--- config.mk ---
export PLATFORM = sky130hd
export DESIGN_NAME = imem_loader
export DESIGN_NICKNAME = d
export VERILOG_FILES = /design/src/rtl/imem_loader.sv
export SDC_FILE = /design/constraint.sdc
export NUM_CORES = 1
export LEC_CHECK = 0
export ABC_AREA = 1
export CORE_MARGIN = 2
export CORE_UTILIZATION = 58
export CTS_CLUSTER_SIZE = 20
export DETAILED_ROUTE_END_ITERATION = 10
export PLACE_DENSITY = 0.86
export SYNTH_ARGS = -nofsm -noshare
export SYNTH_HDL_FRONTEND = slang
export SYNTH_SLANG_ARGS = --single-unit
--- constraint.sdc ---
create_clock -name clock -period 6.65 [get_ports clock]
set_input_delay 0.665 -clock clock [delete_from_list [all_inputs] [get_ports clock]]
set_output_delay 0.665 -clock clock [all_outputs]
set_load 0.05 [all_outputs]
--- src/rtl/imem_loader.sv ---
// Packs a big-endian byte stream into 32-bit words, writes them into imem and then releases the processor.
// Define IMEM_LOADER_CHECKSUM_EN to require a trailing sum-of-words checksum after the end marker.
`timescale 1ns/1ps

module imem_loader #(
    parameter int          ADDR_WIDTH = 12,
    parameter int          MAX_WORDS  = 4096,
    parameter logic [31:0] END_MARKER = 32'hFFFF_FFFF
) (
    input  logic                  clock,
    input  logic                  reset,
    input  logic                  start,
    input  logic [7:0]            byte_in,
    input  logic                  byte_valid,
    output logic                  byte_ready,
    output logic [ADDR_WIDTH-1:0] imem_addr,
    output logic [31:0]           imem_data,
    output logic                  imem_we,
    output logic                  proc_reset,
    output logic                  load_done,
    output logic                  error,
    output logic [ADDR_WIDTH:0]   word_count
);

    typedef enum logic [2:0] {
        S_IDLE,
        S_ASSEMBLE,
        S_WRITE,
        S_DONE,
        S_ERROR
`ifdef IMEM_LOADER_CHECKSUM_EN
        , S_CHECK
`endif
    } state_t;

    localparam logic [ADDR_WIDTH:0] MAX_CNT = (ADDR_WIDTH+1)'(MAX_WORDS);
    localparam logic [ADDR_WIDTH:0] CNT_ONE = (ADDR_WIDTH+1)'(1);

    state_t      state;
    logic [31:0] word_buf;
    logic [31:0] asm_word;
    logic [1:0]  byte_idx;
    logic        xfer;
`ifdef IMEM_LOADER_CHECKSUM_EN
    logic [31:0] csum;
`endif

    assign xfer = byte_valid && byte_ready;

    // word as it stands once the byte on byte_in is merged at the current index
    always_comb begin
        asm_word = word_buf;
        case (byte_idx)
            2'd0:    asm_word[31:24] = byte_in;
            2'd1:    asm_word[23:16] = byte_in;
            2'd2:    asm_word[15:8]  = byte_in;
            default: asm_word[7:0]   = byte_in;
        endcase
    end

    always_ff @(posedge clock) begin
        if (!reset) begin
            state      <= S_IDLE;
            word_buf   <= '0;
            byte_idx   <= '0;
            byte_ready <= 1'b0;
            imem_we    <= 1'b0;
            imem_addr  <= '0;
            imem_data  <= '0;
            proc_reset <= 1'b1;
            load_done  <= 1'b0;
            error      <= 1'b0;
            word_count <= '0;
`ifdef IMEM_LOADER_CHECKSUM_EN
            csum       <= '0;
`endif
        end else begin
            imem_we <= 1'b0;
            case (state)
                S_IDLE: begin
                    byte_ready <= 1'b1;
                    if (xfer) begin
                        word_buf <= asm_word;
                        byte_idx <= byte_idx + 2'd1;
                        state    <= S_ASSEMBLE;
                    end
                end
                S_ASSEMBLE: begin
                    if (xfer) begin
                        word_buf <= asm_word;
                        byte_idx <= byte_idx + 2'd1;
                        if (byte_idx == 2'd3) begin
                            if (asm_word == END_MARKER) begin
`ifdef IMEM_LOADER_CHECKSUM_EN
                                state      <= S_CHECK;
`else
                                state      <= S_DONE;
                                byte_ready <= 1'b0;
                                load_done  <= 1'b1;
                                proc_reset <= 1'b0;
`endif
                            end else if (word_count == MAX_CNT) begin
                                state      <= S_ERROR;
                                byte_ready <= 1'b0;
                                error      <= 1'b1;
                            end else begin
                                state      <= S_WRITE;
                                byte_ready <= 1'b0;
                                imem_we    <= 1'b1;
                                imem_addr  <= word_count[ADDR_WIDTH-1:0];
                                imem_data  <= asm_word;
                            end
                        end
                    end
                end
                S_WRITE: begin
                    word_count <= word_count + CNT_ONE;
                    byte_idx   <= '0;
                    byte_ready <= 1'b1;
                    state      <= S_ASSEMBLE;
`ifdef IMEM_LOADER_CHECKSUM_EN
                    csum       <= csum + imem_data;
`endif
                end
`ifdef IMEM_LOADER_CHECKSUM_EN
                S_CHECK: begin
                    if (xfer) begin
                        word_buf <= asm_word;
                        byte_idx <= byte_idx + 2'd1;
                        if (byte_idx == 2'd3) begin
                            byte_ready <= 1'b0;
                            if (asm_word == csum) begin
                                state      <= S_DONE;
                                load_done  <= 1'b1;
                                proc_reset <= 1'b0;
                            end else begin
                                state <= S_ERROR;
                                error <= 1'b1;
                            end
                        end
                    end
                end
`endif
                S_DONE, S_ERROR: begin
                    // imem contents are deliberately left intact on re-arm
                    if (start) begin
                        state      <= S_IDLE;
                        byte_ready <= 1'b1;
                        byte_idx   <= '0;
                        proc_reset <= 1'b1;
                        load_done  <= 1'b0;
                        error      <= 1'b0;
                        word_count <= '0;
`ifdef IMEM_LOADER_CHECKSUM_EN
                        csum       <= '0;
`endif
                    end
                end
                default: begin
                    state      <= S_IDLE;
                    byte_ready <= 1'b0;
                end
            endcase
        end
    end

endmodule
# Yosys cells after proc, flatten, opt, wreduce, memory -nomap -nowiden
# Cells that the tools add are included.
# op_classes
n_addsub	2
n_eq_ne	17
bitwise	6
mux	35
reduce_logical	19
# ops
op	n
32-bit == test (second input constant)	1
8-bit two-way mux	4
13-bit one-hot mux with 2 select lines	1
3-bit two-way mux	6
1-bit two-way mux	15
2-bit != test (second input constant)	7
13-bit by 1-bit adder with 13-bit output (second input constant)	1
13-bit == test (second input constant)	1
13-bit two-way mux	1
3-bit one-hot mux with 4 select lines	1
5-bit AND reduction	2
3-bit by 2-bit == test with 1-bit output (second input constant)	2
1-bit inverter	6
1-bit one-hot mux with 2 select lines	3
2-bit one-hot mux with 3 select lines	1
3-bit AND reduction	2
6-bit AND reduction	1
2-bit OR reduction	3
5-bit OR reduction	1
2-bit == test (second input constant)	2
2-bit two-way mux	2
2-bit AND reduction	2
4-bit AND reduction	1
2-bit nonzero test	2
other kinds (11)	11
# word_totals
reg_bits	99
input_bits	12

# Longest topological paths before layout
# logic_depth
depth_word	8
mapped_depth	17
depth_no_buf	14

# Least setup slack after synthesis
# OpenSTA, ideal clock, no wires.
# synth_timing
path_type	register to register
startpoint	register byte_idx[0]
endpoint	register imem_data[27]
path_buffers	3
slack_ns	4.524
required_time_ns	6.537
stages_incl_launch_ff	16
arrival_time_ns	2.014
synth_period_minus_slack_ns	2.126
setup_ns	0.113
cell_sequence	dfxtp_1 > inv_1 > ha_1 > buf_4 > o21ai_0 > nand2_1 > nor2_1 > nand4_1 > nor2_1 > nand2_1 > nand2_2 > buf_6 > buf_4 > nand2_1 > nand2_1 > nor2_1
# synth_between
elab_chain_len	6
word_cells_on_any_way	12
cone_classes	eq/ne (4); mux (4); bitwise (1); reduce/logical (3)
# synth_rtl
element	line_no	source
start: declaration	42	logic [1:0] byte_idx;
start signal: assignment	84	byte_idx <= byte_idx + 2'd1;
start signal: assignment	91	byte_idx <= byte_idx + 2'd1;
2-bit == test (tied with other cells)	53	case (byte_idx)
3-bit OR reduction (no source line)	n/a	
8-bit two-way mux	53	
32-bit == test	93	if (asm_word == END_MARKER) begin
1-bit inverter (no source line)	n/a	
5-bit AND reduction (no source line)	n/a	
end signal: assignment	111	imem_data <= asm_word;
end: declaration	17	output logic [31:0] imem_data,
# Parallel ways exist; a longest one is shown, timed or not.
# A chain may end at the register's enable or synchronous reset.

# Final worst setup path
# layout_timing
startpoint	register byte_idx[0]
endpoint	register imem_addr[0]
# layout_between
elab_chain_len	6
word_cells_on_any_way	12
cone_classes	eq/ne (4); mux (4); bitwise (1); reduce/logical (3)
# layout_rtl
element	line_no	source
2-bit == test (tied with other cells)	53	
3-bit OR reduction (no source line)	n/a	
8-bit two-way mux	53	
32-bit == test	93	
1-bit inverter (no source line)	n/a	
5-bit AND reduction (no source line) (*)	n/a	
end signal: assignment	110	imem_addr <= word_count[ADDR_WIDTH-1:0];
end: declaration	16	output logic [ADDR_WIDTH-1:0] imem_addr,
# Every way passes the cells marked *; elsewhere a longest branch is shown, timed or not.

==> metrics.yaml <==
slew_headroom: 0.4468
post_cts_resized: 0
min_path_type: "reg2reg"
syn_avg_cell_area_um2: 6.585
first_global_vias: 4191
post_cts_hold_buffer_count: 0
slew_viol_final: 0
vias_after_detailed_routing: 4468
setup_viol_count_final: 0
clock_tree.root_cell: "sky130_fd_sc_hd__clkbuf_8"
syn2layout_area_growth_pct: 20.39
drt-total-wl_um: 11390
port-buffer-count: 73
floorplan.initialDensity: 0.5962
htree_levels: 3
end_kind: "register"
critical_path_required_ns: 6.92
cts.sinks: 99
gp_congestion: 0.8945
tightest_slew_ns: 0.8269
cts_tree: "built"
core.rowCount: 32
die_area_um2: 8629
r2r_endpoint: "imem_addr[0]$_SDFFE_PN0P_"
synth_largest_type_area_fraction: 0.4324
crit_path_top_delay_cell: "sky130_fd_sc_hd__nand2_2"
dp_hpwl_um: 7972
multi_input_area_um2: 2126
power.total_mw: 1.692
first_iter_violations: 353
finish.net_count: 773
num_antenna_cells: 0
syn_nets: 715
longest_clk_path_bufs: 2
grt_overflow_total: 0
wl_per_cell_um: 13.23
synth.largest_area_cell: "sky130_fd_sc_hd__dfxtp_1"
rr_worst_depth: 12
worst_setup_path_startpoint: "byte_idx[0]$_SDFFE_PN0P_"
clkSlewWorstSetupHoldPaths_ns: 0.10
static-leakage-power_nw: 2.392
path_cells: "inv_1 > ha_1 > o21ai_0 > inv_1 > nor3_1 > nand2_1 > nor2_1 > nand2_1 > nand2_2 > inv_1 > nor2_1 > nor2_1"
count_of_nets_left_with_antenna_violations_after_detail_routing: 0
synthTopCellsByArea: "sky130_fd_sc_hd__dfxtp_1 (43%), sky130_fd_sc_hd__nand2_1 (15%), sky130_fd_sc_hd__nor2_1 (11%)"
rsz0062_at_grt: "no"
cp_data_arrival_time_ns: 3.77
netlist_instances: 696
setup_total_negative_slack_ns: 0
num-fill-cells: 638
final_layout_size_suffix_gt1_frac: 0.03162
worst_setup_path_endpoint: "imem_addr[0]$_SDFFE_PN0P_"
worst_path_largest_cell_delay_ns: 0.60
worst_setup_path_start_kind: "register"
grtUsageTotal: 0.2773
cts-buffers-inserted: 9
drt-vias-per-instance: 5.189
mappedNetlistArea_um2: 4583
timing.critical_path.fanout_max: 49
remaining_drc_errors: 0
post_cts_buffers: 0
first_pass_grt_wire_length_um: 19050
post_synth_num_cell_types: 25
r2r_start: "byte_idx[0]$_SDFFE_PN0P_"
core-area_um2: 7687
die_h_um: 92.90
drv.max_cap_violation_count: 0
seq_area_frac_synth: 0.4324
setup.worst_path.class: "reg2reg"
die_width_um: 92.90
final_hold_viol_count: 0
max_freq_ghz: 0.2854
power_density_nw_per_um2: 306.6
clk-insertion-delay-late_ns: 0.37
setup.reg_to_reg.worst_slack_ns: 3.15
skew_ns: 0.01527
ff_latch_area_um2: 1982
peakVddDrop_uv: 237.5
run_status: "complete, no violations"
ys_warn_count: 0
io_pins: 74
antenna_found_initial: 0
final_period_utilization: 0.5269
grt_start_max_net_pins: 69
number_of_iterations_in_the_first_detailed_routing_pass: 5
final.min_clock_period_ns: 3.504
synth_seq_cells: 99
[logic make-up (layout without fill, tap and decap cells)]
group / Yosys count / after routing / share of synthesized area
and+or+nand+nor: 355 / 355 / 0.3028
buffers and inverters: 118 / 181 / 0.1043
AOI/OAI and AO/OA: 115 / 115 / 0.1376
adders and majority gates: 7 / 7 / 0.01911
xor gates and xnor gates: 2 / 2 / 0.003823
DFF: 99 / 99 / 0.4324
[power breakdown]
group	internal, mW	switching (mW)	leakage (nW)
clock	0.176	0.219	0.0958
combinational	0.165	0.405	1.49
sequential	0.677	0.0505	0.803
[sequential cells by signal, summed over array words and instances, names as in the netlist]
name and count:
imem_data 32, byte_ready 1, byte_idx 2, word_buf 32, imem_we 1, state 3
load_done 1, error 1, imem_addr 12, word_count 13, proc_reset 1
[synth_stat cells, drive strengths merged]
cell type / instances
a41oi: 1
a21oi: 29
o21ai: 60
dfxtp: 99
a211oi: 13
buf: 15
clkinv: 1
ha: 7
nor2: 137
nand3: 10
nor3: 11
nand3b: 1
inv: 88
a31oi: 12
nand2: 189
clkbuf: 14
xor2: 2
nand4: 7
[layout make-up]
| class | instances | area share |
|---|---|---|
| Multi-Input combinational cell | 479 | 0.3853 |
| Sequential cell | 99 | 0.3592 |
| Timing Repair Buffer | 76 | 0.1356 |
| Inverter | 89 | 0.06054 |
| Tap cell | 102 | 0.02313 |
| Clock buffer | 9 | 0.02245 |
| Clock inverter | 7 | 0.01383 |
[worst max-delay path, delay by kind of cell (launching register included)]
kind                       cells  cell delay, ns
and+or+nand+nor                7            1.41
buffers and inverters          3            0.61
AOI/OAI and AO/OA              1            0.53
DFF                            1            0.42
adders and majority gates      1            0.39
[through the flow]
stage	hold slack (ns)	cell area (um2)	setup WS, ns	utilization	cells
after global routing	0.4822	5518	2.828	0.7178	861
after floorplan	0.4245	4583	4.524	-	696
after global placement	0.4349	5318	3.229	0.6917	845
after CTS	0.4627	5518	3.173	0.7178	861
after detailed placement	0.4406	5318	3.088	0.6917	845
final	0.4671	5518	3.146	0.7178	861
[placed cells by master, fill, tap and decap left out, types with 3 or more instances in the layout]
cell / Yosys / routed
sky130_fd_sc_hd__nor2_1: 137 / 136
sky130_fd_sc_hd__nand4_1: 7 / 7
sky130_fd_sc_hd__a21oi_1: 28 / 28
sky130_fd_sc_hd__o21ai_0: 59 / 59
sky130_fd_sc_hd__ha_1: 7 / 7
sky130_fd_sc_hd__a211oi_1: 13 / 13
sky130_fd_sc_hd__clkdlybuf4s50_1: 0 / 72
sky130_fd_sc_hd__inv_1: 88 / 88
sky130_fd_sc_hd__nor3_1: 10 / 10
sky130_fd_sc_hd__buf_4: 5 / 3
sky130_fd_sc_hd__nand2_1: 188 / 188
sky130_fd_sc_hd__nand3_1: 10 / 10
sky130_fd_sc_hd__dfxtp_1: 99 / 99
sky130_fd_sc_hd__a31oi_1: 12 / 12
sky130_fd_sc_hd__clkbuf_8: 0 / 9
[how the worst min path moves through the flow]
stage                               from                         to  slack (ns)  depth (start not counted)
5_1_grt           load_done$_SDFFE_PN0P_     load_done$_SDFFE_PN0P_        0.48                          2
3_3_place_gp    word_buf[0]$_SDFFE_PN0P_   word_buf[0]$_SDFFE_PN0P_        0.43                          2
6_report       word_buf[23]$_SDFFE_PN0P_  word_buf[23]$_SDFFE_PN0P_        0.47                          2
3_5_place_dp          error$_SDFFE_PN0P_         error$_SDFFE_PN0P_        0.44                          2
2_1_floorplan   word_buf[0]$_SDFFE_PN0P_   word_buf[0]$_SDFFE_PN0P_        0.42                          2
4_1_cts               error$_SDFFE_PN0P_         error$_SDFFE_PN0P_        0.46                          2
[routing by layer]
metal | global-route usage | wire length [um]
met3 | 0.05045 | 641
met1 | 0.3679 | 5012
met5 | 0 | 0
met4 | 0.09559 | 256
met2 | 0.4547 | 5479
Note: power is estimated with default switching activity, not from simulation.
==> variant 1: new RTL, same settings <==
Encoding of `state_t`: now one-hot (5 bits for 5 states).
--- a/src/rtl/imem_loader.sv
+++ b/src/rtl/imem_loader.sv
@@ -22,12 +22,12 @@
     output logic [ADDR_WIDTH:0]   word_count
 );
 
-    typedef enum logic [2:0] {
-        S_IDLE,
-        S_ASSEMBLE,
-        S_WRITE,
-        S_DONE,
-        S_ERROR
+    typedef enum logic [4:0] {
+        S_IDLE     = 5'b00001,
+        S_ASSEMBLE = 5'b00010,
+        S_WRITE    = 5'b00100,
+        S_DONE     = 5'b01000,
+        S_ERROR    = 5'b10000
 `ifdef IMEM_LOADER_CHECKSUM_EN
         , S_CHECK
 `endif
Formal check against the unedited RTL: no difference found for any inputs over 4 cycles, from zero or initial values and one cycle with reset low; so few cycles prove little.
==> variant 1 against the original RTL <==
Largest power group unchanged. Routed wire length increased by 3.2%. Sequential share of layout area fell by 0.83 points. Utilization decreased by 0.93 points. Area after synthesis is 4.8% higher. Via count rose by 5.9%. Worst setup slack better by 0.32 ns. Sequential cell count grew 2. Sequential power grew 5.4%. Largest cell class unchanged. Power up 16%. Combinational power grew 27%. Clock skew decreased by 0.0075 ns. Clock power is 18% higher. Final area up 4.4%.
==> variant 1: results (changes against the original RTL) <==
timing:
  tightest_slew_ns: 0.873  # was 0.827 ns
  hold_ws_ns: 0.465  # was 0.467 ns
  finalClockSkew_ns: 0.00775  # was 0.0153 ns
cells_and_area:
  clkbuf_count: 10  # was 9
  buffers_excl_clock: 75  # was 76
  fill_cells: 683  # was 638
  num-nets-final: 811  # was 773
  fin_cells: 902  # was 861
  drive_gt1_frac: 0.0326  # was 0.0316
  reg_top3: "imem_data x32, word_buf x32, word_count x13"  # unchanged
  inverters: 105  # was 89
  seq_share: 0.351  # was 0.359
  buf_share: 0.129  # was 0.136
  final_area_um2: 5760  # was 5520 µm²
  clk_share: 0.0415  # was 0.0363
  multi_input_cells: 500  # was 479
placed_design:
  place_area_um2: 5520  # was 5320 µm²
  place_inst: 886  # was 845
  pre_cts_ws_ns: 3.29  # was 3.09 ns
  gp_congestion: 0.897  # was 0.895
  dp_hpwl_um: 7930  # was 7970 µm
min_path:
  min_from: "word_buf[0]"  # was word_buf[23]
  worstHoldEndpoint: "word_buf[0]"  # was word_buf[23]
logic_synthesis:
  yosysUniqueCellTypes: 29  # was 25
  avgSynthCellArea_um2: 6.53  # was 6.58 µm²
  async_flop_share: 0  # unchanged
  synthTopCellsByArea: "dfxtp_1 42%, nand2_1 16%, nor2_1 11%"  # was dfxtp_1 43%, nand2_1 15%, nor2_1 11%
  synth_seq_area_share: 0.421  # was 0.432
  netlist_top_cells_count: "206 x nand2_1, 141 x nor2_1, 104 x inv_1"  # was 188 x nand2_1, 137 x nor2_1, 99 x dfxtp_1
  synth_nets: 754  # was 715
cts:
  clock_latency_ns: 0.37  # about the same
worst_setup_path:
  critPathCaptureType: "register"  # unchanged
  r2r_cells: 15  # was 12
  critPathSlowestCell: "nand2_4"  # was nand2_2
  rr_endpoint: "imem_data[25]"  # was imem_addr[0]
  crit_arrival_ns: 3.45  # was 3.77 ns
  critPathMaxFanout: 89  # was 49
grt:
  grt_pass1_wl_um: 19300  # was 19100 µm
  grtUsageMet2: 0.452  # was 0.455
  grt_max_degree: 90  # was 69
  grtUsageTotal: 0.269  # was 0.277
  met1_usage: 0.341  # was 0.368
  first_global_vias: 4333  # was 4191
detailed_routing:
  drtIter0Drc: 340  # was 353
  avgViaCountPerCell: 5.25  # was 5.19
  wl_per_cell_um: 13.0  # was 13.2 µm
  wl_met1_um: 5030  # was 5010 µm
  wl_met2_um: 5660  # was 5480 µm
  wl_met3_um: 752  # was 641 µm
outcome:
  outcome: "finished, final reports clean"  # unchanged
job:
  drv_cap: 0  # unchanged
pwr:
  p_leak_nw: 2.62  # was 2.39 nW
  swShare: 0.397  # was 0.398
  ir_worst_vdd_uv: 202  # was 237 µV
[variant 1: cell count changes in the layout (fill, tap and decap cells not counted), sizes merged, moves of 2 or more]
cell,delta
nor2,+7
a211oi,+5
nand4,+4
o21ai,-19
nand2,+18
dfxtp,+2
clkinv,-2
bufinv,+2
inv,+16
a21oi,-2
nor4,+3
[variant 1: power by group through the flow]
stage          combinational [mW]  sequential [mW]  clock (mW)
2_1_floorplan               0.389            0.923           0
3_3_place_gp                0.692            0.772           0
3_5_place_dp                0.712            0.779           0
4_1_cts                     0.720            0.766       0.468
5_1_grt                     0.801            0.778       0.493
6_report                    0.723            0.767       0.467
[variant 1: cells by family (layout without fill, tap and decap cells)]
family / count (synthesis) / count (layout) / share of synthesized area
AOI/OAI and AO/OA: 99 / 99 / 0.116
xor gates and xnor gates: 2 / 2 / 0.00365
adders and majority gates: 7 / 7 / 0.0182
buffers and inverters: 134 / 196 / 0.113
DFF: 101 / 101 / 0.421
and+or+nand+nor: 392 / 392 / 0.328
==> variant 2: new RTL, same settings <==
Made on the original files. Set the parameter `ADDR_WIDTH` to 13 (it was 12).
--- a/src/rtl/imem_loader.sv
+++ b/src/rtl/imem_loader.sv
@@ -3,7 +3,7 @@
 `timescale 1ns/1ps
 
 module imem_loader #(
-    parameter int          ADDR_WIDTH = 12,
+    parameter int          ADDR_WIDTH = 13,
     parameter int          MAX_WORDS  = 4096,
     parameter logic [31:0] END_MARKER = 32'hFFFF_FFFF
 ) (
Ports: changed (resized imem_addr and word_count); port bits go from 74 to 76. The function was not compared with the original's and may differ.
==> variant 2 against the original RTL <==
Count of clock-buffer cells in the layout grew 2. Fmax is 14% higher. Final area up 1.1%. Die area rose by 0.72%. Power increased by 3.6%. Routed wire length up 2.7%. Area after synthesis increased by 0.76%. Via count up 2.2%. Sequential cell count increased by 2. Worst setup slack improved by 0.43 ns. Critical endpoint is now imem_data[0]. Largest power group unchanged.
==> variant 2: results (changes against the original RTL) <==
worst_setup_path:
  critPathMaxFanout: 56  # was 49
  cpPeakStageDelay_ns: 0.52  # was 0.60 ns
  critPathSlowestCell: "buf_4"  # was nand2_2
cells_and_area:
  reg_top3: "imem_data x32, word_buf x32, word_count x14"  # was imem_data x32, word_buf x32, word_count x13
  buf_share: 0.138  # was 0.136
  multiInputGateArea_um2: 2110  # was 2130 µm²
  fill_cells: 631  # was 638
  multi_input_cells: 473  # was 479
  num-nets-final: 771  # was 773
logic_synthesis:
  synth_nets: 710  # was 715
  netlist_top_cells_count: "181 x nand2_1, 132 x nor2_1, 101 x dfxtp_1"  # was 188 x nand2_1, 137 x nor2_1, 99 x dfxtp_1
  synth_seq_area_share: 0.438  # was 0.432
  synthTopCellsByArea: "dfxtp_1 44%, nand2_1 15%, nor2_1 11%"  # was dfxtp_1 43%, nand2_1 15%, nor2_1 11%
outcome:
  outcome: "finished, final reports clean"  # unchanged
timing:
  slew_headroom: 0.400  # was 0.447
grt:
  grtUsageMet2: 0.463  # was 0.455
  grt_pass1_wl_um: 19800  # was 19100 µm
  grt.met3_usage: 0.0564  # was 0.0504
  first_global_vias: 4237  # was 4191
detailed_routing:
  drt-pass1-iter-count: 4  # was 5
  drtIter0Drc: 268  # was 353
  wl_per_cell_um: 13.6  # was 13.2 µm
pwr:
  ir_worst_vdd_uv: 300  # was 237 µV
  p_leak_nw: 2.43  # was 2.39 nW
placed_design:
  dp_hpwl_um: 8120  # was 7970 µm
==> variant 2: cell types whose count changed in the layout (fill, tap and decap cells not counted), sizes merged, moves of 2 or more <==
cell	unedited run	this run
nand2	189	182
nor2	137	132
a211oi	13	15
clkbuf	9	11
clkdlybuf4s50	72	74
clkinv	4	2
dfxtp	99	101
nor3	11	9
==> variant 2: routing by layer <==
layer | up-vias | part of all wire
met5 | - | 0
met3 | 25 | 0.065
met1 | 2105 | 0.44
met2 | 147 | 0.47
met4 | 0 | 0.020
li1 | 2289 | -
==> variant 2: worst paths after layout <==
| path | startpoint | end | slack [ns] | cells past startpoint |
|---|---|---|---|---|
| worst max-delay path | byte_idx[0] | imem_data[0] | 3.58 | 15 |
| worst min-delay path | error | error | 0.46 | 2 |
| worst max register to register | byte_idx[0] | imem_data[0] | 3.58 | 15 |
| worst min register to register | error | error | 0.46 | 2 |
==> variant 2: stage by stage <==
step	hold WS, ns	utilization	setup slack, ns	std cells	cell area (µm²)
2_1_floorplan	0.424	-	4.59	691	4620
3_3_place_gp	0.438	0.694	3.40	843	5370
3_5_place_dp	0.448	0.694	3.35	843	5370
4_1_cts	0.461	0.722	3.61	858	5580
5_1_grt	0.494	0.722	3.27	858	5580
6_report	0.458	0.722	3.58	858	5580
==> variant 2: kinds of logic (layout without fill, tap and decap cells) <==
group	after synthesis	count (layout)	synth area share
AND/OR/NAND/NOR	346	346	0.294
AO/OA/AOI/OAI	119	119	0.143
buffers and inverters	117	182	0.105
flip-flops	101	101	0.438
adder cells (fa/ha/maj)	7	7	0.0190
XOR/XNOR	1	1	0.00190
==> variant 2: where the power goes <==
part	leakage, nW	internal (mW)	switching (mW)
clock network	0.105	0.220	0.208
logic	1.51	0.170	0.412
registers	0.820	0.689	0.0532
total	2.43	1.08	0.674
